==> src/rtl/fetch_unit_pkg.sv <==
// Shared LC-3b types for the fetch stage.
//   lc3b_word     : 16-bit machine word (addresses and instructions)
//   fetch_state_t : fetch FSM states
//   ifid_t        : IF/ID pipeline register contents (also the hold-buffer layout)
//   pc_sel_t      : next-PC source chosen by fetch_ctrl
package lc3b_types;

  typedef logic [15:0] lc3b_word;

  typedef enum logic [1:0] {
    FETCH,
    DRAIN,
    HOLD
  } fetch_state_t;

  typedef struct packed {
    logic     valid;
    lc3b_word ir;
    lc3b_word pc;
  } ifid_t;

  typedef enum logic [1:0] {
    PcKeep,
    PcInc,
    PcTarget,
    PcPend
  } pc_sel_t;

  localparam lc3b_word PcStep = 16'd2;

endpackage

==> src/rtl/fetch_unit_if.sv <==
// Instruction-memory read bus between the fetch stage and instruction memory.
//   imem_read    : read request, held until imem_resp
//   imem_address : fetch address
//   imem_resp    : one-cycle read-complete strobe
//   imem_rdata   : instruction word, valid with imem_resp
// master = fetch side, slave = memory side.
interface fetch_unit_if
  import lc3b_types::*;
();

  logic     imem_read;
  lc3b_word imem_address;
  logic     imem_resp;
  lc3b_word imem_rdata;

  modport master (
    output imem_read,
    output imem_address,
    input  imem_resp,
    input  imem_rdata
  );

  modport slave (
    input  imem_read,
    input  imem_address,
    output imem_resp,
    output imem_rdata
  );

endinterface

==> src/rtl/fetch_ctrl.sv <==
// Fetch FSM: decides when to request memory, where the next PC comes from, and
// which IF/ID / hold-buffer / pending-target updates happen this cycle.
// Inputs : clk_i, rst_ni (synchronous, active-low), imem_resp_i, redirect_valid_i,
//          sel_branch_predict_i, stall_i, ifid_valid_i
// Outputs: imem_read_o, pc_sel_o, ifid_load_mem_o (IF/ID <= memory data),
//          ifid_load_hold_o (IF/ID <= hold buffer), ifid_clear_o, hold_load_o,
//          pend_load_o (pend_target <= current redirect target)
module fetch_ctrl
  import lc3b_types::*;
(
  input  logic    clk_i,
  input  logic    rst_ni,
  input  logic    imem_resp_i,
  input  logic    redirect_valid_i,
  input  logic    sel_branch_predict_i,
  input  logic    stall_i,
  input  logic    ifid_valid_i,
  output logic    imem_read_o,
  output pc_sel_t pc_sel_o,
  output logic    ifid_load_mem_o,
  output logic    ifid_load_hold_o,
  output logic    ifid_clear_o,
  output logic    hold_load_o,
  output logic    pend_load_o
);

  fetch_state_t state_q, state_d;
  logic adv, pred, redir, slot_free, read_req;

  // Decode consumes IF/ID this cycle. The predictor only counts on a consume so a
  // stalled branch sitting in IF/ID cannot redirect twice.
  assign adv       = ifid_valid_i & ~stall_i;
  assign pred      = adv & sel_branch_predict_i;
  assign redir     = redirect_valid_i | pred;
  assign slot_free = ~ifid_valid_i | adv;

  always_ff @(posedge clk_i) begin
    if (!rst_ni) begin
      state_q <= FETCH;
    end else begin
      state_q <= state_d;
    end
  end

  always_comb begin
    state_d          = state_q;
    read_req         = 1'b0;
    pc_sel_o         = PcKeep;
    ifid_load_mem_o  = 1'b0;
    ifid_load_hold_o = 1'b0;
    hold_load_o      = 1'b0;
    pend_load_o      = 1'b0;

    unique case (state_q)
      FETCH: begin
        read_req = 1'b1;
        if (imem_resp_i) begin
          if (redir) begin
            pc_sel_o = PcTarget;
          end else if (slot_free) begin
            ifid_load_mem_o = 1'b1;
            pc_sel_o        = PcInc;
          end else begin
            hold_load_o = 1'b1;
            pc_sel_o    = PcInc;
            state_d     = HOLD;
          end
        end else if (redir) begin
          // Read is in flight: remember where to go and wait for it to finish.
          pend_load_o = 1'b1;
          state_d     = DRAIN;
        end
      end
      DRAIN: begin
        read_req = 1'b1;
        if (redirect_valid_i) begin
          pend_load_o = 1'b1;
        end
        if (imem_resp_i) begin
          pc_sel_o = PcPend;
          state_d  = FETCH;
        end
      end
      HOLD: begin
        if (redir) begin
          pc_sel_o = PcTarget;
          state_d  = FETCH;
        end else if (slot_free) begin
          ifid_load_hold_o = 1'b1;
          state_d          = FETCH;
        end
      end
      default: begin
        state_d = FETCH;
      end
    endcase
  end

  assign ifid_clear_o = redirect_valid_i | (adv & ~ifid_load_mem_o & ~ifid_load_hold_o);
  assign imem_read_o  = read_req & rst_ni;

endmodule

==> src/rtl/fetch_unit.sv <==
// LC-3b instruction-fetch stage. Owns the PC, the instruction-memory read handshake,
// a one-entry hold buffer and the IF/ID register. Never abandons an outstanding read.
// Ports:
//   clk, rst_n          : clock, synchronous active-low reset
//   imem                : instruction-memory bus (master side)
//   stall_in            : decode cannot accept IF/ID this cycle
//   redirect_valid/pc   : EX mispredict redirect (highest priority)
//   sel_branch_predict  : static predictor fires on the IF/ID instruction
//   branch_target       : predicted target
//   ifid_valid/ir/pc    : IF/ID register (pc is fetch address + 2)
module fetch_unit
  import lc3b_types::*;
#(
  parameter lc3b_word RESET_PC = 16'h0000
) (
  input  logic            clk,
  input  logic            rst_n,
  fetch_unit_if.master    imem,
  input  logic            stall_in,
  input  logic            redirect_valid,
  input  lc3b_word        redirect_pc,
  input  logic            sel_branch_predict,
  input  lc3b_word        branch_target,
  output logic            ifid_valid,
  output lc3b_word        ifid_ir,
  output lc3b_word        ifid_pc
);

  lc3b_word pc_q, pc_d, pc_inc, target;
  lc3b_word pend_q, pend_d;
  ifid_t    ifid_q, ifid_d;
  ifid_t    hold_q, hold_d;

  pc_sel_t pc_sel;
  logic    ifid_load_mem, ifid_load_hold, ifid_clear, hold_load, pend_load;
  logic    imem_read;

  fetch_ctrl u_fetch_ctrl (
    .clk_i                (clk),
    .rst_ni               (rst_n),
    .imem_resp_i          (imem.imem_resp),
    .redirect_valid_i     (redirect_valid),
    .sel_branch_predict_i (sel_branch_predict),
    .stall_i              (stall_in),
    .ifid_valid_i         (ifid_q.valid),
    .imem_read_o          (imem_read),
    .pc_sel_o             (pc_sel),
    .ifid_load_mem_o      (ifid_load_mem),
    .ifid_load_hold_o     (ifid_load_hold),
    .ifid_clear_o         (ifid_clear),
    .hold_load_o          (hold_load),
    .pend_load_o          (pend_load)
  );

  // 16-bit modulo: 0xFFFE wraps to 0x0000.
  assign pc_inc = pc_q + PcStep;
  assign target = redirect_valid ? redirect_pc : branch_target;

  always_comb begin
    pc_d = pc_q;
    unique case (pc_sel)
      PcKeep:   pc_d = pc_q;
      PcInc:    pc_d = pc_inc;
      PcTarget: pc_d = target;
      PcPend:   pc_d = redirect_valid ? redirect_pc : pend_q;
    endcase
  end

  always_comb begin
    pend_d = pend_q;
    if (pend_load) begin
      pend_d = target;
    end
  end

  always_comb begin
    hold_d = hold_q;
    if (hold_load) begin
      hold_d = '{valid: 1'b1, ir: imem.imem_rdata, pc: pc_inc};
    end else if (ifid_load_hold || (pc_sel == PcTarget)) begin
      hold_d.valid = 1'b0;
    end
  end

  // Redirect clears regardless of any load; ctrl never loads while redirecting.
  always_comb begin
    ifid_d = ifid_q;
    if (ifid_clear) begin
      ifid_d.valid = 1'b0;
    end else if (ifid_load_mem) begin
      ifid_d = '{valid: 1'b1, ir: imem.imem_rdata, pc: pc_inc};
    end else if (ifid_load_hold) begin
      ifid_d = hold_q;
    end
  end

  always_ff @(posedge clk) begin
    if (!rst_n) begin
      pc_q   <= RESET_PC;
      pend_q <= '0;
      ifid_q <= '0;
      hold_q <= '0;
    end else begin
      pc_q   <= pc_d;
      pend_q <= pend_d;
      ifid_q <= ifid_d;
      hold_q <= hold_d;
    end
  end

  assign imem.imem_read    = imem_read;
  assign imem.imem_address = pc_q;

  assign ifid_valid = ifid_q.valid;
  assign ifid_ir    = ifid_q.ir;
  assign ifid_pc    = ifid_q.pc;

endmodule
==> src/flat_wrapper.sv <==
// flat-port wrapper written by rule: the top's interface ports become plain ports
module fetch_unit_flat import lc3b_types::*;
#(
  parameter lc3b_word RESET_PC = 16'h0000
)
  (clk, rst_n, stall_in, redirect_valid, redirect_pc, sel_branch_predict, branch_target, ifid_valid, ifid_ir, ifid_pc, imem_imem_read, imem_imem_address, imem_imem_resp, imem_imem_rdata);
  fetch_unit_if imem_i ();
  input  logic clk;
  input  logic rst_n;
  input  logic stall_in;
  input  logic redirect_valid;
  input  lc3b_word redirect_pc;
  input  logic sel_branch_predict;
  input  lc3b_word branch_target;
  output logic ifid_valid;
  output lc3b_word ifid_ir;
  output lc3b_word ifid_pc;
  output wire logic [$bits(imem_i.imem_read)-1:0] imem_imem_read;
  output wire logic [$bits(imem_i.imem_address)-1:0] imem_imem_address;
  input wire logic [$bits(imem_i.imem_resp)-1:0] imem_imem_resp;
  input wire logic [$bits(imem_i.imem_rdata)-1:0] imem_imem_rdata;
  assign imem_imem_read = imem_i.imem_read;
  assign imem_imem_address = imem_i.imem_address;
  assign imem_i.imem_resp = imem_imem_resp;
  assign imem_i.imem_rdata = imem_imem_rdata;
  fetch_unit #(.RESET_PC(RESET_PC)) u_core (.clk(clk), .rst_n(rst_n), .imem(imem_i), .stall_in(stall_in), .redirect_valid(redirect_valid), .redirect_pc(redirect_pc), .sel_branch_predict(sel_branch_predict), .branch_target(branch_target), .ifid_valid(ifid_valid), .ifid_ir(ifid_ir), .ifid_pc(ifid_pc));
endmodule
==> config.mk <==
export PLATFORM = sky130hd
export DESIGN_NAME = fetch_unit_flat
export DESIGN_NICKNAME = d
export VERILOG_FILES = /design/src/rtl/fetch_unit_pkg.sv /design/src/rtl/fetch_unit_if.sv /design/src/rtl/fetch_ctrl.sv /design/src/rtl/fetch_unit.sv /design/src/flat_wrapper.sv
export SDC_FILE = /design/constraint.sdc
export NUM_CORES = 1
export LEC_CHECK = 0
export ABC_AREA = 1
export CORE_ASPECT_RATIO = 0.8
export CORE_MARGIN = 8
export CORE_UTILIZATION = 47
export CTS_CLUSTER_SIZE = 25
export DETAILED_ROUTE_END_ITERATION = 16
export PLACE_DENSITY = 0.77
export SLEW_MARGIN = 30
export SYNTH_ARGS = -nofsm -noshare
export SYNTH_HDL_FRONTEND = slang
export SYNTH_SLANG_ARGS = --single-unit
==> constraint.sdc <==
create_clock -name clk -period 1.4 [get_ports clk]
set_input_delay 0.28 -clock clk [delete_from_list [all_inputs] [get_ports clk]]
set_output_delay 0.28 -clock clk [all_outputs]
set_load 0.02 [all_outputs]
**Word level (Yosys, flattened, before mapping)**

Index checks and enable logic that the tools add are counted.
Widths: inputs -> output; s select.

- Word-level logic and storage cells: 77
- Output and inout port bits: 50
- Register bits after elaboration: 100

- Muxes and demuxes: 34
- Reduce and logical (&&, ||, !) cells: 9
- $add $sub $neg: 1
- Bitwise operators: 14
- Equal/unequal tests: 10

Operator list:

| cell | number |
|---|---|
| $mux 33 | 2 |
| $pmux 16 s3 | 1 |
| $mux 16 | 2 |
| $mux 2 | 11 |
| $add 16x2->16 const B | 1 |
| $mux 1 | 15 |
| $ne 3x3->1 const B | 4 |
| $pmux 2 s3 | 2 |
| $eq 2x2->1 const B | 3 |
| $not 1->1 | 6 |
| $and 1x1->1 | 5 |
| $reduce_and 5->1 | 1 |
| $eq 2x1->1 const B | 2 |
| $logic_not 2->1 | 2 |
| $reduce_bool 2->1 | 2 |
| $reduce_or 2->1 | 2 |
| $or 1x1->1 | 3 |
| $ne 2x2->1 const B | 1 |
| $pmux 1 s2 | 1 |
| $reduce_and 2->1 | 1 |
| $logic_or 1x1->1 | 1 |

**Longest topological paths before layout**

- Depth in word-level cells: 13
- Depth in mapped cells: 10
- Depth with buffers taken out: 10

**Cells and area by module**

A second synthesis with hierarchy kept.

- Cells, all modules: 716
- Area, all modules: 4885.9 um^2

By module, submodules not included:

| module | cells an instance | instances | area each (um^2) |
|---|---|---|---|
| fetch_unit | 675 | 1 | 4669.5 |
| fetch_ctrl | 41 | 1 | 216.5 |

**Worst setup path before layout**

No wires, ideal clock.

- Kind: reg2reg
- From: register u_core.pc_q[1], in the netlist u_core.imem.imem_address[1]
- To: register u_core.ifid_q, in the netlist u_core.ifid_pc[9]
- Arrival time: 1.445 ns
- Stages on the path, launching flop included: 11
- Path buffers: 0
- Path slack: -0.157 ns
- Required time: 1.288 ns
- Cells stage by stage: dfxtp_1 > ha_1 > nand3_1 > inv_1 > nand2_1 > nand2_1 > nand2_1 > nand2_1 > nand2_1 > nor2_1 > nor2_1

- Cells in the longest elaborated chain, start to end: 2

Ends and longest elaborated chain:

| element | line | text |
|---|---|---|
| start, declared | fetch_unit.sv:29 | `lc3b_word pc_q, pc_d, pc_inc, target;` |
| start signal, assigned | fetch_unit.sv:104 | `pc_q <= pc_d;` |
| $add 16x2->16 | fetch_unit.sv:56 | `assign pc_inc = pc_q + PcStep;` |
| $mux 33 | fetch_unit.sv:90 | `end else if (ifid_load_mem) begin` |
| end signal, assigned | fetch_unit.sv:106 | `ifid_q <= ifid_d;` |
| end, declared | fetch_unit.sv:31 | `ifid_t ifid_q, ifid_d;` |

No other way between the ends.
A chain may end at the register's enable or synchronous reset.

**Final worst setup path**

- From: register u_core.u_fetch_ctrl.state_q[1]
- To: register u_core.pend_q[4]

- Cells in the longest elaborated chain, start to end: 2
- Elaborated cells on any way between the ends: 3
- Those cells by class: 1 x eq/ne; 1 x mux; 1 x reduce/logical

Ends and longest elaborated chain:

| element | line | text |
|---|---|---|
| start, declared | fetch_ctrl.sv:27 | `fetch_state_t state_q, state_d;` |
| start signal, assigned | fetch_ctrl.sv:41 | `state_q <= state_d;` |
| $eq 2x1->1 or $logic_not 2->1 (tied branches) | fetch_ctrl.sv:54 | `unique case (state_q)` |
| $pmux 1 s2 * | fetch_ctrl.sv:54 |  |
| end signal, assigned | fetch_unit.sv:105 | `pend_q <= pend_d;` |
| end, declared | fetch_unit.sv:30 | `lc3b_word pend_q, pend_d;` |

Mark *: on every way between the ends. The rest lies on a longest branch, timed or not.

==> run summary <==
The worst endpoint required time is 1.70 ns. The remaining number of nets flagged by the antenna check after routing came out at 0. The global-route usage over all layers is 25.2%. The tightest min-delay check is of the reg -> reg type. The largest driver fanout on the critical path is 5.

The highest attainable clock frequency is 490 MHz. Setup repair after global routing could not meet its margin everywhere. The analysis attributes to cell leakage a power of 4.12 nW.

The portion of total power attributed to sequential cells came out at 39.5%. The overall die height came out at 111 um. The data arrival time at the worst-slack endpoint came out at 2.34 ns.

After layout, the design draws a total of 0.00787 W. The number of CTS-inserted buffers came out at 9. The slew at the pin with the worst max-slew slack came out at 0.462 ns. The final-report hold violation count came to 0. The die outline width came out at 135 um. The number of inserted diodes came out at 0. The summed instance area of the synthesized netlist is 5280 um2.

The number of cells after detailed placement is 1113. The post-route worst setup slack came out at -0.639 ns. The clock insertion delay at the later pin of the skew report came out at 0.37 ns. IR analysis of the VDD net gives a maximum drop of 0.921 mV. The internal cell power came out at 0.00533 W. In this run the power spent charging and discharging nets is 0.00254 W. The final reports fail on negative setup slack. The number of port buffers is 103.

The HPWL after detailed placement came out at 10.3 mm. The total detailed-routing wirelength is 26.2 mm. The initial antenna violation count came out at 0. Buffers inserted to repair hold after CTS numbered 0. The post-detailed-route DRC marker count is 0. After synthesis, the mean cell area works out to 6.24 um2. The area of the die came out at 14900 um2. The yosys synthesis warning count came out at 0. The number of I/O pins came out at 104.

The routed wirelength normalized by instance count is 22.2 um. Measured against its own limit, the worst slew margin works out to 69.1%. The net count of the mapped netlist is 901. Clock tree synthesis selected as its root buffer the cell clkbuf_16. After technology mapping, the gate count stands at 846. The worst hold path cell count is 2. Of the total power, the clock network draws 33.9%. The final period demand of the worst path came out at 2.04 ns. The slack of the worst reg-to-reg path came out at -0.64 ns. The sequential cell area fraction in the yosys report came out at 37.9%. Net switching is 32.3% of the power. The flow ran to the end, but the final reports show violations.

The H-tree was split into 3 levels. The worst setup path is captured at a register. The worst-case clock skew came out at 0.0150 ns. The row count is 34. The area of the core region is 10900 um2. The combinational group share of total power came out at 26.6%. The maximum number of pins on one net before global-route repair came out at 59. The global-route wire length before repair came out at 30.5 mm. Cells fill 80.3% of the core in the end. STA classifies the critical path startpoint as a register. Setup violations remaining at the end of the flow were counted as 102. The violation count after the first detailed-route iteration came out at 1403. Cells with a size suffix above 1 make up 32.3% of the layout. The weighted congestion reported at the end of routability-driven placement is 0.899. The clock transition at the registers of the reported paths is 0.08 ns. The number of maximum-capacitance violations came out at 0. The number of distinct standard cells referenced by the synthesized netlist is 29.

TritonCTS built the clock tree. The depth of the worst register-to-register path is 9. The via count of the routed design came out at 7197. The detail-routed via count per cell came out at 6.10. The area added between synthesis and finish is 66.3%. Of the available clock period, the critical path in the final layout requires 146%. The post-synthesis register bit count came out at 100. For this run, the detailed router's first-pass iteration total came to 9.

The total global routing overflow is 0. In this run the power density over the cells is 896 nW/um2. The critical path in this run is classified as reg -> reg. The final instance count without filler cells is 1180. The initial cell density of the core came out at 48.3%. The clock drives 100 sinks.

The maximum count of clock buffers along a single path came out at 2. The number of global-route vias before repair came to 6128. The number of pins with negative max-slew slack in the final report came out at 0. The number of nets in the finished design came out at 1087.
## through the flow
stage	hold slack, ns	cell area (um2)	setup slack (ns)	setup TNS (ns)
global route	0.468	8780	-0.694	-35.13
finish	0.455	8780	-0.639	-26.04
floorplan	0.424	5300	0.00333	0
detailed placement	0.444	6810	-0.462	-38.58
global placement	0.431	6810	-0.438	-35.94
CTS	0.392	7930	-0.124	-3.33
## layout make-up
type | count | area, um2
clock buffer | 10 | 239
clock inverter | 5 | 61.3
inverter | 85 | 337
multi-input combinational | 620 | 3470
timing repair buffer | 216 | 2460
tap | 144 | 180
fill | 599 | 2150
sequential | 100 | 2040
## state kept, by name, indices dropped and copies added (netlist names)
register	cells
u_core.hold_q	33
u_core.ifid_ir	16
u_core.ifid_pc	16
u_core.ifid_valid	1
u_core.imem.imem_address	16
u_core.pend_q	16
u_core.u_fetch_ctrl.state_q	2
## critical path, stage by stage (launching register included)
cell and delay (ns):
dfxtp_4 0.39, nor2_1 0.39, inv_1 0.21, o21ai_4 0.29
nand2_4 0.19, buf_6 0.17, inv_6 0.06, buf_6 0.12
nor2_2 0.04, nor2_1 0.11
## path summary, 6_finish.rpt
path / startpoint / end
max: u_core.u_fetch_ctrl.state_q[1]$_SDFFE_PN0P_ / u_core.pend_q[4]$_SDFFE_PN0P_
min: u_core.pend_q[12]$_SDFFE_PN0P_ / u_core.pend_q[12]$_SDFFE_PN0P_
max reg2reg: u_core.u_fetch_ctrl.state_q[1]$_SDFFE_PN0P_ / u_core.pend_q[4]$_SDFFE_PN0P_
min reg2reg: u_core.pend_q[12]$_SDFFE_PN0P_ / u_core.pend_q[12]$_SDFFE_PN0P_
## cells by family (layout without fill, tap and decap cells)
logic type	count (synthesis)	in the layout	share of synthesized area (%)
xor gates and xnor gates	4	4	0.663
DFF	100	100	37.9
AOI/OAI and AO/OA	125	125	12.4
adders and majority gates	1	1	0.237
and+or+nand+nor	489	490	37.7
buffers and inverters	127	316	11.1
## cells in the mapped netlist, drive strengths merged
cell	count	area share, %
clkbuf	16	1.2
o2111a	1	0.21
inv	85	6.0
ha	1	0.24
xor2	2	0.33
a31oi	5	0.59
buf	26	3.9
nor2	168	13
o21ai	79	7.6
nand2	293	21
o211ai	2	0.28
nand4	6	1.0
dfxtp	100	38
nand3b	4	0.57
nand3	18	1.8
a21oi	38	3.7
xnor2	2	0.33
## routing by layer
| metal | global-route usage (%) | wire length [um] | up-vias |
|---|---|---|---|
| li1 | - | - | 2990 |
| met5 | 0 | 0 | - |
| met2 | 42.2 | 11500 | 734 |
| met1 | 29.7 | 9120 | 3215 |
| met4 | 12.8 | 2290 | 0 |
| met3 | 5.43 | 3290 | 258 |
## power groups by stage
stage | combinational [W] | sequential [W] | clock, W
after global routing | 0.00221 | 0.00311 | 0.00275
after floorplan | 0.000656 | 0.00325 | 0
after CTS | 0.00168 | 0.00308 | 0.00257
after global placement | 0.00138 | 0.00315 | 0
final | 0.00209 | 0.00311 | 0.00267
after detailed placement | 0.00140 | 0.00315 | 0
## what timing repair did
action | CTS | global route
setup endpoints to repair | 124 | 111
gates cloned | 15 | 6
setup buffers | 19 | 19
gates resized for setup | 169 | 245
pin swaps | 35 | 91
## placed cells by master (no fill, tap or decap), drive strengths merged, types with 3 or more instances in the layout
cell type	synthesis	layout
buf	26	113
clkinvlp	0	3
nand2	293	294
clkdlybuf4s15	0	8
nand3	18	18
a31oi	5	5
clkdlybuf4s50	0	48
nor2	168	168
a21oi	38	38
nand3b	4	4
o21ai	79	79
dfxtp	100	100
dlygate4sd2	0	37
clkbuf	16	19
nand4	6	6
inv	85	86
No activity file was read; power rests on OpenSTA's default activity.
